==> src/rtl/common_word_serial_to_parallel_packer.sv <==
// Packs N_WORDS serial words into one word-major vector {wN-1..w0} with a one-cycle valid strobe.
// Optional sticky partial-discard flag: define COMMON_WORD_PACKER_DROP_FLAG_EN.
module common_word_serial_to_parallel_packer #(
  parameter int NB_SYMBOL        = 4,
  parameter int N_SYMBOLS_X_WORD = 3,
  parameter int N_WORDS          = 2
) (
  input  logic                                              i_clock,
  input  logic                                              i_reset,
  input  logic                                              i_valid,
  input  logic                                              i_sof,
  input  logic [NB_SYMBOL*N_SYMBOLS_X_WORD-1:0]             i_data,
`ifdef COMMON_WORD_PACKER_DROP_FLAG_EN
  input  logic                                              i_clear_error,
  output logic                                              o_drop_error,
`endif
  output logic [NB_SYMBOL*N_SYMBOLS_X_WORD*N_WORDS-1:0]     o_data_vector,
  output logic                                              o_valid
);

  localparam int NB_DATA   = NB_SYMBOL * N_SYMBOLS_X_WORD;
  localparam int NB_VECTOR = NB_DATA * N_WORDS;
  localparam int IDX_W     = (N_WORDS > 1) ? $clog2(N_WORDS) : 1;
  localparam int SH_N      = (N_WORDS > 1) ? (N_WORDS - 1) : 1;
  localparam int SHADOW_W  = NB_DATA * SH_N;
  localparam logic [IDX_W-1:0] LAST_IDX = IDX_W'(N_WORDS - 1);
  localparam bit SINGLE_WORD = (N_WORDS == 1);

  logic [IDX_W-1:0]     wr_idx_q, wr_idx_d;
  logic [SHADOW_W-1:0]  shadow_q, shadow_d;
  logic [NB_VECTOR-1:0] data_q,   data_d;
  logic                 valid_q,  valid_d;
  logic [NB_VECTOR-1:0] full_vec_s;

  // The final word completes the vector straight from the input, so no extra cycle is spent in the shadow.
  generate
    if (N_WORDS == 1) begin : g_single
      assign full_vec_s = i_data;
    end else begin : g_multi
      assign full_vec_s = {i_data, shadow_q[NB_DATA*(N_WORDS-1)-1:0]};
    end
  endgenerate

  // Next-state: word placement, vector completion and resynchronisation on i_sof.
  always_comb begin
    wr_idx_d = wr_idx_q;
    shadow_d = shadow_q;
    data_d   = data_q;
    valid_d  = 1'b0;
    if (i_valid) begin
      if (i_sof) begin
        if (SINGLE_WORD) begin
          data_d   = full_vec_s;
          valid_d  = 1'b1;
          wr_idx_d = {IDX_W{1'b0}};
        end else begin
          shadow_d[NB_DATA-1:0] = i_data;
          wr_idx_d              = IDX_W'(1);
        end
      end else if (wr_idx_q == LAST_IDX) begin
        data_d   = full_vec_s;
        valid_d  = 1'b1;
        wr_idx_d = {IDX_W{1'b0}};
      end else begin
        for (int k = 0; k < SH_N; k++) begin
          if (wr_idx_q == IDX_W'(k)) begin
            shadow_d[k*NB_DATA +: NB_DATA] = i_data;
          end else begin
            shadow_d[k*NB_DATA +: NB_DATA] = shadow_q[k*NB_DATA +: NB_DATA];
          end
        end
        wr_idx_d = wr_idx_q + IDX_W'(1);
      end
    end else if (i_sof) begin
      wr_idx_d = {IDX_W{1'b0}};
    end else begin
      wr_idx_d = wr_idx_q;
    end
  end

  // State and output registers; reset dominates every input.
  always_ff @(posedge i_clock) begin
    if (i_reset) begin
      wr_idx_q <= {IDX_W{1'b0}};
      shadow_q <= {SHADOW_W{1'b0}};
      data_q   <= {NB_VECTOR{1'b0}};
      valid_q  <= 1'b0;
    end else begin
      wr_idx_q <= wr_idx_d;
      shadow_q <= shadow_d;
      data_q   <= data_d;
      valid_q  <= valid_d;
    end
  end

  assign o_data_vector = data_q;
  assign o_valid       = valid_q;

`ifdef COMMON_WORD_PACKER_DROP_FLAG_EN
  logic drop_error_q, drop_error_d;
  logic discard_s;

  assign discard_s = i_sof && (wr_idx_q != {IDX_W{1'b0}});

  // Sticky discard flag; a discard in the same cycle as a clear keeps the flag set.
  always_comb begin
    drop_error_d = drop_error_q;
    if (discard_s) begin
      drop_error_d = 1'b1;
    end else if (i_clear_error) begin
      drop_error_d = 1'b0;
    end else begin
      drop_error_d = drop_error_q;
    end
  end

  // Flag register.
  always_ff @(posedge i_clock) begin
    if (i_reset) begin
      drop_error_q <= 1'b0;
    end else begin
      drop_error_q <= drop_error_d;
    end
  end

  assign o_drop_error = drop_error_q;
`endif

endmodule

==> config.mk <==
export PLATFORM = sky130hd
export DESIGN_NAME = common_word_serial_to_parallel_packer
export DESIGN_NICKNAME = d
export VERILOG_FILES = /design/src/rtl/common_word_serial_to_parallel_packer.sv
export SDC_FILE = /design/constraint.sdc
export NUM_CORES = 1
export LEC_CHECK = 0
export CORE_MARGIN = 3
export CORE_UTILIZATION = 46
export CTS_CLUSTER_SIZE = 14
export DETAILED_ROUTE_END_ITERATION = 6
export HOLD_SLACK_MARGIN = 0.05
export PLACE_DENSITY = 0.85
export SKIP_CTS_REPAIR_TIMING = 1
export SLEW_MARGIN = 20
export SYNTH_ARGS = -nofsm -noshare
export SYNTH_HDL_FRONTEND = slang
export SYNTH_SLANG_ARGS = --single-unit
==> constraint.sdc <==
create_clock -name i_clock -period 1.4 [get_ports i_clock]
set_input_delay 0.35 -clock i_clock [delete_from_list [all_inputs] [get_ports i_clock]]
set_output_delay 0.35 -clock i_clock [all_outputs]
set_load 0.01 [all_outputs]
==> impl_metrics.ini, run 1 <==
[critical_path]
crit_path_cell_trace = dlymetal6s2s_1
crit_slowest_cell = sky130_fd_sc_hd__dfxtp_1
max_stage_delay_ns = 0.37
worstPathArrival_ns = 0.90
critical_path_startpoint_category = register
worstPathBufferInverterCount = 1
worst-setup-path-type = register to output pin
crit_fanout = 2
worst-endpoint-required_ns = 1.05
critical_path.top_delay_family = flip-flops
worstSetupEndpointType = output pin

[timing]
achievable-frequency_mhz = 799
headroom_to_the_max_slew_limit = 0.865
worst_hold_check_slack_ns = 0.455
final-max-slew-violation-count = 0
rsz_0062_raised_after_global_routing = no
final-setup-viol-count = 0
timing_hold_violations_final = 0
final_period_minus_worst_setup_slack_ns = 1.25
layout_setup_ws_ns = 0.149
fin_skew_ns = 0.0132
worst-slew-pin-transition_ns = 0.201
post-route-period-util = 0.894

[synthesis]
mappedNetlistArea_sq_um = 1480
synth_fp_nets = 183
postSynthCellCount = 167
ys_warn_count = 0
yosys.cell_types.count = 17
number_of_register_bits_inferred_by_synthesis = 38
syn_area_per_cell_sq_um = 8.86
synth_sequential_area_ratio = 0.514

[floorplanning]
initial_utilization = 0.510
core.rowCount = 19
fp.dieH_um = 62.7
die-width_um = 62.7
die_area_sq_um = 3930
core_sq_um = 2900
floorplan.io_pins = 41

[cells_and_area]
nets = 231
final.fill_count = 213
seqCellArea_sq_um = 761
final_cell_mix = 48 x sky130_fd_sc_hd__nand2_1, 38 x sky130_fd_sc_hd__dfxtp_1, 25 x sky130_fd_sc_hd__dlymetal6s2s_1, 15 x sky130_fd_sc_hd__clkdlybuf4s50_1
n_antenna_cell = 0
final_area_sq_um = 2140
combined_area_of_the_multi_input_logic_cells_sq_um = 627
layout.cells.non_filler = 258
mostFrequentLayoutCell = sky130_fd_sc_hd__nand2_1
area.growth.synth_to_final_pct = 44.5
layout-drive-gt1-share = 0.157

[hold_path]
hold_path_class = register to register

[power]
total_switching_power_mw = 0.504
vdd.ir_drop.worst_v = 0.000908
combPwrFrac = 0.095
power_density_nw_per_um2 = 1100
static_leakage_nw = 1.18
seq_power_share = 0.485
power_frac_clock = 0.420
power.switching_fraction = 0.215
total_power_mw = 2.35
intPower_mw = 1.84

[grt]
groute.usage.overall = 0.183
largest_net_degree_at_the_start_of_global_routing = 41
grt_pass1_vias = 1317
grt_first_pass_wirelength_um = 5730
grt-ovfl-total = 0
grt_antenna_before_repair = 0

[cts]
cts_tree = done
cts_made_buffers = 5
numClockSinks = 38
htree_depth = 2
clk_root_buffer_cell = sky130_fd_sc_hd__clkbuf_4
clock_pin_slew_on_the_worst_setup_and_hold_paths_ns = 0.13
worst_skew_pair.late_latency_ns = 0.35
max-clock-path-buffers = 2

[route]
antenna_left = 0
dr_total_vias = 1326
wire_length_after_detailed_routing_um = 3470
detailed_route_drc_error_count = 0
average_vias_per_placed_instance = 5.14
detailedRoute.firstIterationViolations = 38
firstDrtPassIters = 4
wl_per_cell_um = 13.5

[place]
dp.final_hpwl_um = 2440
place_inst = 250
count_of_buffers_inserted_at_the_top_level_ports = 40
dp_worst_setup_slack_ns = -0.161
dpl-instance-area_sq_um = 1970
gp_congestion = 0.838

[job]
max-cap-violations = 0

[outcome]
status = finished clean
## metal layers
layer / vias to the layer above / track usage / wire [um] / part of all wire
met3: 10 / 0.0522 / 228 / 0.066
li1: 651 / - / - / -
met5: - / 0 / 0 / 0
met1: 612 / 0.196 / 1400 / 0.40
met2: 53 / 0.326 / 1760 / 0.51
met4: 0 / 0.0937 / 83 / 0.024
## flip-flops by register name, indices dropped and copies added, names as in the netlist
signal / cells
o_data_vector: 24
shadow_q: 12
o_valid: 1
wr_idx_q: 1
## power groups by stage
stage / Clock, mW / Combinational [mW] / Sequential, mW
detailed placement: 0 / 0.224 / 1.16
finish: 0.986 / 0.223 / 1.14
CTS: 0.990 / 0.226 / 1.14
global placement: 0 / 0.218 / 1.16
floorplan: 0 / 0.108 / 1.16
global route: 1.03 / 0.243 / 1.14
## worst paths after layout
path                         start               end  slack [ns]  depth (start not counted)
setup / recovery  o_data_vector[7]  o_data_vector[7]        0.15                          1
hold / removal    o_data_vector[9]  o_data_vector[9]        0.46                          2
setup reg to reg          wr_idx_q       shadow_q[1]        0.31                          4
hold reg to reg   o_data_vector[9]  o_data_vector[9]        0.46                          2
## Yosys cell counts
cell type,instances,area (sq um)
sky130_fd_sc_hd__buf_6,4,45.0
sky130_fd_sc_hd__dfxtp_1,38,761
sky130_fd_sc_hd__nor2_1,2,7.51
sky130_fd_sc_hd__o21ai_1,4,20.0
sky130_fd_sc_hd__nand2_1,48,180
sky130_fd_sc_hd__nand4b_1,12,105
sky130_fd_sc_hd__nand2b_1,13,81.3
sky130_fd_sc_hd__a21oi_2,10,87.6
sky130_fd_sc_hd__nand3b_2,1,11.3
sky130_fd_sc_hd__xor2_1,1,8.76
sky130_fd_sc_hd__buf_4,1,7.51
sky130_fd_sc_hd__o21ai_0,8,40.0
sky130_fd_sc_hd__and2_1,1,6.26
sky130_fd_sc_hd__a21oi_1,14,70.1
sky130_fd_sc_hd__clkbuf_1,4,15.0
sky130_fd_sc_hd__and3b_1,1,8.76
sky130_fd_sc_hd__buf_2,5,25.0
## worst min-delay path, stage by stage (launching register included)
cell and delay, ns:
sky130_fd_sc_hd__dfxtp_1 0.33, sky130_fd_sc_hd__nand2_1 0.05, sky130_fd_sc_hd__a21oi_1 0.05
## through the flow
stage                util  setup TNS, ns
finish              0.738              0
global route        0.738              0
CTS                 0.716          -4.99
detailed placement  0.678          -3.74
global placement    0.678          -2.14
floorplan               -              0
## kinds of logic (layout without fill, tap and decap cells)
| logic type | after synthesis | in the layout | synth area share |
|---|---|---|---|
| xor+xnor | 1 | 1 | 0.00592 |
| simple gates | 78 | 78 | 0.271 |
| buf+inv | 14 | 63 | 0.0625 |
| flops | 38 | 38 | 0.514 |
| compound gates | 36 | 36 | 0.147 |
## final cells by class
cell class	instances	share of cell area
clock buffers	6	0.0240
clock inverters	2	0.0281
multi-input cells	115	0.293
flip-flops and latches	38	0.356
well taps	42	0.0246
repair buffers	55	0.275
(Power assumes the default switching activity.)
==> run 2: changes to the inputs <==
Clock period 1.4 ns to 1.35 ns, I/O delays scaled along.
==> impl_metrics.ini, run 2 (synthesized netlist as in run 1, its figures left out) <==
[timing]
post-route-period-util = 0.891
headroom_to_the_max_slew_limit = 0.898
rsz_0062_raised_after_global_routing = no
final_period_minus_worst_setup_slack_ns = 1.20
fin_skew_ns = 0.00476
final-setup-viol-count = 0
final-max-slew-violation-count = 0
worst-slew-pin-transition_ns = 0.152
achievable-frequency_mhz = 831
timing_hold_violations_final = 0

[route]
average_vias_per_placed_instance = 4.95
dr_total_vias = 1286
antenna_left = 0
detailedRoute.firstIterationViolations = 34
wire_length_after_detailed_routing_um = 3510
detailed_route_drc_error_count = 0
wl_per_cell_um = 13.5
firstDrtPassIters = 4

[floorplanning]
fp.dieH_um = 62.7
floorplan.io_pins = 41
initial_utilization = 0.510
core.rowCount = 19
die-width_um = 62.7
die_area_sq_um = 3930
core_sq_um = 2900

[critical_path]
crit_slowest_cell = sky130_fd_sc_hd__dfxtp_1
critical_path_startpoint_category = register
worstPathBufferInverterCount = 1
worstSetupEndpointType = output pin
reg2reg_depth = 4
worst-setup-path-type = register to output pin
worstPathArrival_ns = 0.87
timing.critical_path.depth = 1
max_stage_delay_ns = 0.35
crit_fanout = 2
crit_path_cell_trace = dlymetal6s2s_1
worst-endpoint-required_ns = 1.01
critical_path.top_delay_family = flip-flops

[cells_and_area]
mostFrequentLayoutCell = sky130_fd_sc_hd__nand2_1
nets = 233
layout-drive-gt1-share = 0.161
final_cell_mix = 48 x sky130_fd_sc_hd__nand2_1, 38 x sky130_fd_sc_hd__dfxtp_1, 25 x sky130_fd_sc_hd__dlymetal6s2s_1, 16 x sky130_fd_sc_hd__buf_4, 15 x sky130_fd_sc_hd__clkdlybuf4s50_1
number_of_flip_flops_under_the_largest_register_name = 24
area.growth.synth_to_final_pct = 42.1
layout.cells.non_filler = 260
final_core_util = 0.725
final.fill_count = 221
n_antenna_cell = 0

[cts]
clock_pin_slew_on_the_worst_setup_and_hold_paths_ns = 0.11
worst_skew_pair.late_latency_ns = 0.34
cts_tree = done
cts_made_buffers = 5
max-clock-path-buffers = 2
numClockSinks = 38
clk_root_buffer_cell = sky130_fd_sc_hd__clkbuf_4
htree_depth = 2

[power]
total_switching_power_mw = 0.486
power_frac_clock = 0.300
power_density_nw_per_um2 = 963
seq_power_share = 0.583
combPwrFrac = 0.117
vdd.ir_drop.worst_v = 0.000769
total_power_mw = 2.03
intPower_mw = 1.54
power.switching_fraction = 0.240
static_leakage_nw = 1.16

[place]
gp_congestion = 0.836
count_of_buffers_inserted_at_the_top_level_ports = 40
dp.final_hpwl_um = 2520
place_inst = 252

[grt]
largest_net_degree_at_the_start_of_global_routing = 38
grt_pass1_vias = 1340
grt-ovfl-total = 0
groute.usage.overall = 0.185
grt_antenna_before_repair = 0
grt_first_pass_wirelength_um = 5730

[hold_path]
hold_path_class = register to register
cells_on_worst_hold_path = 2

[outcome]
status = finished clean

[job]
max-cap-violations = 0
## run 2: area by class of cell
class | count | area (sq um) | share of cell area
tap | 42 | 52.6 | 0.0250
clock buffer | 7 | 55.1 | 0.0262
timing repair buffer | 57 | 603 | 0.287
clock inverter | 1 | 5.00 | 0.00238
sequential | 38 | 761 | 0.362
multi-input combinational | 115 | 627 | 0.298
## run 2: per-layer routing
metal | wire [um] | global-route usage
met1 | 1440 | 0.186
met2 | 1810 | 0.342
met3 | 180 | 0.0594
met4 | 84 | 0.0826
met5 | 0 | 0
## run 2: worst paths after layout
| kind | from | to | slack, ns |
|---|---|---|---|
| worst max-delay path | o_data_vector[12] | o_data_vector[12] | 0.15 |
| worst min-delay path | o_data_vector[5] | o_data_vector[5] | 0.46 |
| worst max register to register | wr_idx_q | o_data_vector[7] | 0.29 |
| worst min register to register | o_data_vector[5] | o_data_vector[5] | 0.46 |
## run 2: metrics by stage
step           hold WS (ns)  worst slack [ns]  area [sq um]  TNS, ns
4_1_cts               0.460            -0.255          2040    -5.67
3_3_place_gp          0.440            -0.122          1980    -3.49
2_1_floorplan         0.432             0.236          1480        0
6_report              0.456             0.147          2100        0
3_5_place_dp          0.444            -0.186          1980    -5.09
5_1_grt               0.484            0.0830          2100        0
## run 2: power groups by stage
stage	logic, mW	clock network, mW	registers, mW
2_1_floorplan	0.112	0	1.21
3_3_place_gp	0.230	0	1.20
3_5_place_dp	0.237	0	1.21
4_1_cts	0.239	0.630	1.18
5_1_grt	0.256	0.679	1.18
6_report	0.237	0.608	1.18
==> run 3: changes to the inputs <==
Settings changed: SKIP_CTS_REPAIR_TIMING 1 to default.
==> impl_metrics.ini, run 3 (synthesized netlist as in run 1, its figures left out) <==
[critical_path]
reg2reg_depth = 4
crit_start = o_data_vector[1]
crit_fanout = 2
critical_path_startpoint_category = register
critical_path.top_delay_family = flip-flops
worst-endpoint-required_ns = 1.01
worstPathArrival_ns = 0.96
critical_path.reg2reg.endpoint = o_data_vector[7]
worst-setup-path-type = register to output pin
regToRegSetupSlack_ns = 0.29
worstPathBufferInverterCount = 1
max_stage_delay_ns = 0.35
reg2reg_from = wr_idx_q
worstSetupEndpointType = output pin
crit_slowest_cell = sky130_fd_sc_hd__dfxtp_1
crit_path_cell_trace = dlygate4sd2_1

[place]
count_of_buffers_inserted_at_the_top_level_ports = 40
dp_worst_setup_slack_ns = -0.186
dp.final_hpwl_um = 2520
gp_congestion = 0.836

[grt]
grt_pass1_vias = 1339
grt-ovfl-total = 0
grt_first_pass_wirelength_um = 5710
groute.usage.overall = 0.184
grt_antenna_before_repair = 0
largest_net_degree_at_the_start_of_global_routing = 38

[timing]
headroom_to_the_max_slew_limit = 0.907
layout_setup_ws_ns = 0.0490
fin_skew_ns = 0.00706
post-route-period-util = 0.964
final-max-slew-violation-count = 0
timing_hold_violations_final = 0
timing.setup.tns_ns = 0
achievable-frequency_mhz = 769
rsz_0062_raised_after_global_routing = no
final_period_minus_worst_setup_slack_ns = 1.30
final-setup-viol-count = 0
worst-slew-pin-transition_ns = 0.138

[route]
firstDrtPassIters = 4
average_vias_per_placed_instance = 4.97
antenna_left = 0
wl_per_cell_um = 13.3
dr_total_vias = 1292
detailedRoute.firstIterationViolations = 38
wire_length_after_detailed_routing_um = 3450
detailed_route_drc_error_count = 0

[floorplanning]
core_sq_um = 2900
fp.dieH_um = 62.7
die-width_um = 62.7
initial_utilization = 0.510
floorplan.io_pins = 41
core.rowCount = 19
die_area_sq_um = 3930

[cells_and_area]
n_antenna_cell = 0
nets = 233
final_cell_mix = 48 x sky130_fd_sc_hd__nand2_1, 37 x sky130_fd_sc_hd__dfxtp_1, 18 x sky130_fd_sc_hd__dlygate4sd2_1, 16 x sky130_fd_sc_hd__buf_4, 15 x sky130_fd_sc_hd__clkdlybuf4s50_1
layout-drive-gt1-share = 0.170
final.fill_count = 236
area.growth.synth_to_final_pct = 36.1
mostFrequentLayoutCell = sky130_fd_sc_hd__nand2_1
number_of_flip_flops_under_the_largest_register_name = 24

[cts]
cts_made_buffers = 5
cts_tree = done
worst_skew_pair.late_latency_ns = 0.34
clock_pin_slew_on_the_worst_setup_and_hold_paths_ns = 0.11
htree_depth = 2
cts-hold-fix-buffers = 0
max-clock-path-buffers = 2
numClockSinks = 38
clk_root_buffer_cell = sky130_fd_sc_hd__clkbuf_4

[job]
max-cap-violations = 0

[power]
vdd.ir_drop.worst_v = 0.000763
power_density_nw_per_um2 = 1000
total_power_mw = 2.02
static_leakage_nw = 0.797

[hold_path]
hold_path_class = register to register
min_delay_worst_endpoint = o_data_vector[5]
cells_on_worst_hold_path = 2
worstHoldStart = o_data_vector[5]

[outcome]
status = finished clean
run 3: changes by cell type in the layout (fill, tap and decap cells not counted):
cell,change
sky130_fd_sc_hd__dlymetal6s2s_1,-25
sky130_fd_sc_hd__clkbuf_2,+1
sky130_fd_sc_hd__dlygate4sd2_1,+18
sky130_fd_sc_hd__dfxtp_1,-1
sky130_fd_sc_hd__dfxtp_2,+1
sky130_fd_sc_hd__clkdlybuf4s15_1,+6
run 3: report_power, final:
group | internal (mW) | leakage [nW] | switching [mW] | total, mW
combinational | 0.123 | 0.452 | 0.108 | 0.232
sequential | 1.16 | 0.310 | 0.0219 | 1.18
clock | 0.252 | 0.0353 | 0.359 | 0.612
total | 1.53 | 0.797 | 0.489 | 2.02
run 3: through the flow:
stage / utilization / hold slack [ns] / cells / area [sq um]
after global routing: 0.695 / 0.484 / 260 / 2010
after CTS: 0.693 / 0.457 / 260 / 2010
after global placement: 0.683 / 0.440 / 252 / 1980
final: 0.695 / 0.456 / 260 / 2010
after floorplan: - / 0.432 / 167 / 1480
after detailed placement: 0.683 / 0.444 / 252 / 1980
run 3: timing repair:
action / 4_1_cts / 5_1_grt
pin swaps: 0 / 0
gates resized for setup: 25 / 9
setup endpoints to repair: 25 / 7
buffers inserted: 0 / 0
run 3: worst max path at each step:
| stage | end | cells past startpoint | slack (ns) |
|---|---|---|---|
| final | o_data_vector[1] | 1 | 0.05 |
| after global routing | o_data_vector[16] | 1 | 0.0006 |
| after CTS | o_data_vector[12] | 1 | 0.02 |
| after detailed placement | shadow_q[5] | 5 | -0.19 |
| after global placement | o_data_vector[21] | 5 | -0.12 |
| after floorplan | o_data_vector[10] | 6 | 0.24 |
run 3: cell type report:
type	instances	area, sq um	area share
clock buffers	7	55.1	0.0273
clock inverters	1	5.00	0.00248
repair buffers	57	513	0.255
flip-flops and latches	38	762	0.378
well taps	42	52.6	0.0261
multi-input cells	115	627	0.311
run 3: routing by layer:
| metal | share of wire | wire [um] | vias up | GRT usage |
|---|---|---|---|---|
| met5 | 0 | 0 | - | 0 |
| met4 | 0.029 | 99 | 0 | 0.0826 |
| met3 | 0.057 | 197 | 13 | 0.0594 |
| met2 | 0.51 | 1740 | 38 | 0.342 |
| met1 | 0.41 | 1410 | 590 | 0.185 |
| li1 | - | - | 651 | - |
==> RTL change, RTL diff (flow settings as in run 2) <==
`NB_SYMBOL`: 4 -> 5.
--- a/src/rtl/common_word_serial_to_parallel_packer.sv
+++ b/src/rtl/common_word_serial_to_parallel_packer.sv
@@ -1,7 +1,7 @@
 // Packs N_WORDS serial words into one word-major vector {wN-1..w0} with a one-cycle valid strobe.
 // Optional sticky partial-discard flag: define COMMON_WORD_PACKER_DROP_FLAG_EN.
 module common_word_serial_to_parallel_packer #(
-  parameter int NB_SYMBOL        = 4,
+  parameter int NB_SYMBOL        = 5,
   parameter int N_SYMBOLS_X_WORD = 3,
   parameter int N_WORDS          = 2
 ) (
Ports: changed (resized i_data and o_data_vector); port bits go from 41 to 50. No check against the original RTL was run, so the function may have changed too.
==> RTL change against run 2 <==
  * Wire length rose by 12%
  * Worst setup slack barely moved
  * Cell area rose by 20%
  * Sequential cell count rose by 9
  * Critical path depth rose by 3
  * First-iteration DRC count rose by 120%
  * Via count rose by 21%
  * Synthesized area rose by 23%
  * Total power rose by 27%
==> RTL change: results (changes against run 2) <==
Run status
  – Status: finished, final reports clean

Final layout
  – Non-Clock Buffer Count: 59 (+3.5%)
  – Signal buf overhead: 26.5% (-2.2 points)
  – Register area: 941 um2 (+24%)
  – Comb_multi_in: 142 (+23%)
  – Max reg flops: 30 (+25%)
  – Area of the multi-input gates: 762 um2 (+22%)
  – Final-layout clock buffer total: 6 (-1)

Critical path
  – Crit-path max cell delay: 480 ps (+130 ps)
  – Worst EP arrival: 1390 ps (+520 ps)
  – Slowest-stage cell, CP: clkdlybuf4s50_1
  – Kind of cell adding the most delay to the critical path: buffers and inverters
  – Worst-path maximum fanout: 15 (+13)

Logic synthesis
  – Syn Nets: 225 (+23%)
  – Top post-synthesis cells by area: dfxtp_1 52%, nand2_1 12%, a21oi_1 8.3%, nand4b_1 7.2%, nand2b_1 5.5%
  – Synth top cells by count: 60 x nand2_1, 47 x dfxtp_1, 30 x a21oi_1, 16 x nand2b_1, 15 x nand4b_1
  – Register bit total from synthesis: 47 (+24%)
  – Post-synthesis sequential area ratio: 51.8% (+0.43 points)

Drt
  – DR WL met2: 1780 um (-1.7%)
  – Met1 WL: 1790 um (+24%)
  – Drt wl/cell: 12.9 um (-4.2%)
  – Met3 routed WL: 302 um (+68%)
  – Starting DRT DRC Count: 74 (+120%)

STA
  – Final worst slack: 147 ps (+0.0280 ps)
  – Hold slack: 453 ps (-3.07 ps)

Placed design
  – Final Wtd Congestion: 0.725 (-13%)
  – Place WS: -262 ps (-76.4 ps)
  – Port Buffer Count: 49 (+23%)

Power
  – Pwr dens: 1030 mW/mm2 (+6.6%)

Global route
  – First-pass GRT wire length: 6110 um (+6.6%)
  – GR Layer Usage met2: 26.0% (-8.2 points)

CTS
  – CTS Root Cell: clkbuf_8
  – Clock transition at path regs: 80 ps (-30 ps)
[RTL change: cell count changes after synthesis, sizes merged]
cell | run 2 | this run
nand2 | 48 | 60
dfxtp | 38 | 47
o21ai | 12 | 15
buf | 10 | 12
a21oi | 24 | 30
nand4b | 12 | 15
nand2b | 13 | 16
clkbuf | 4 | 5
[RTL change: power by group]
group | total (mW) | internal [mW] | switching (mW)
registers | 1.46 | 1.43 | 0.0236
logic | 0.271 | 0.140 | 0.131
clock network | 0.856 | 0.402 | 0.454
total | 2.58 | 1.97 | 0.608
[RTL change: cells by family after synthesis]
group / synth area share, %
AND/OR/NAND/NOR: 27.0
flip-flops: 51.8
buffers and inverters: 6.20
AO/OA/AOI/OAI: 14.5
XOR/XNOR: 0.483
[RTL change: worst paths after layout]
path,depth (start not counted),endpoint,startpoint
worst max-delay path,4,shadow_q[0],i_sof
worst min-delay path,2,o_data_vector[12],o_data_vector[12]
worst max register to register,4,o_data_vector[14],wr_idx_q
worst min register to register,2,o_data_vector[12],o_data_vector[12]
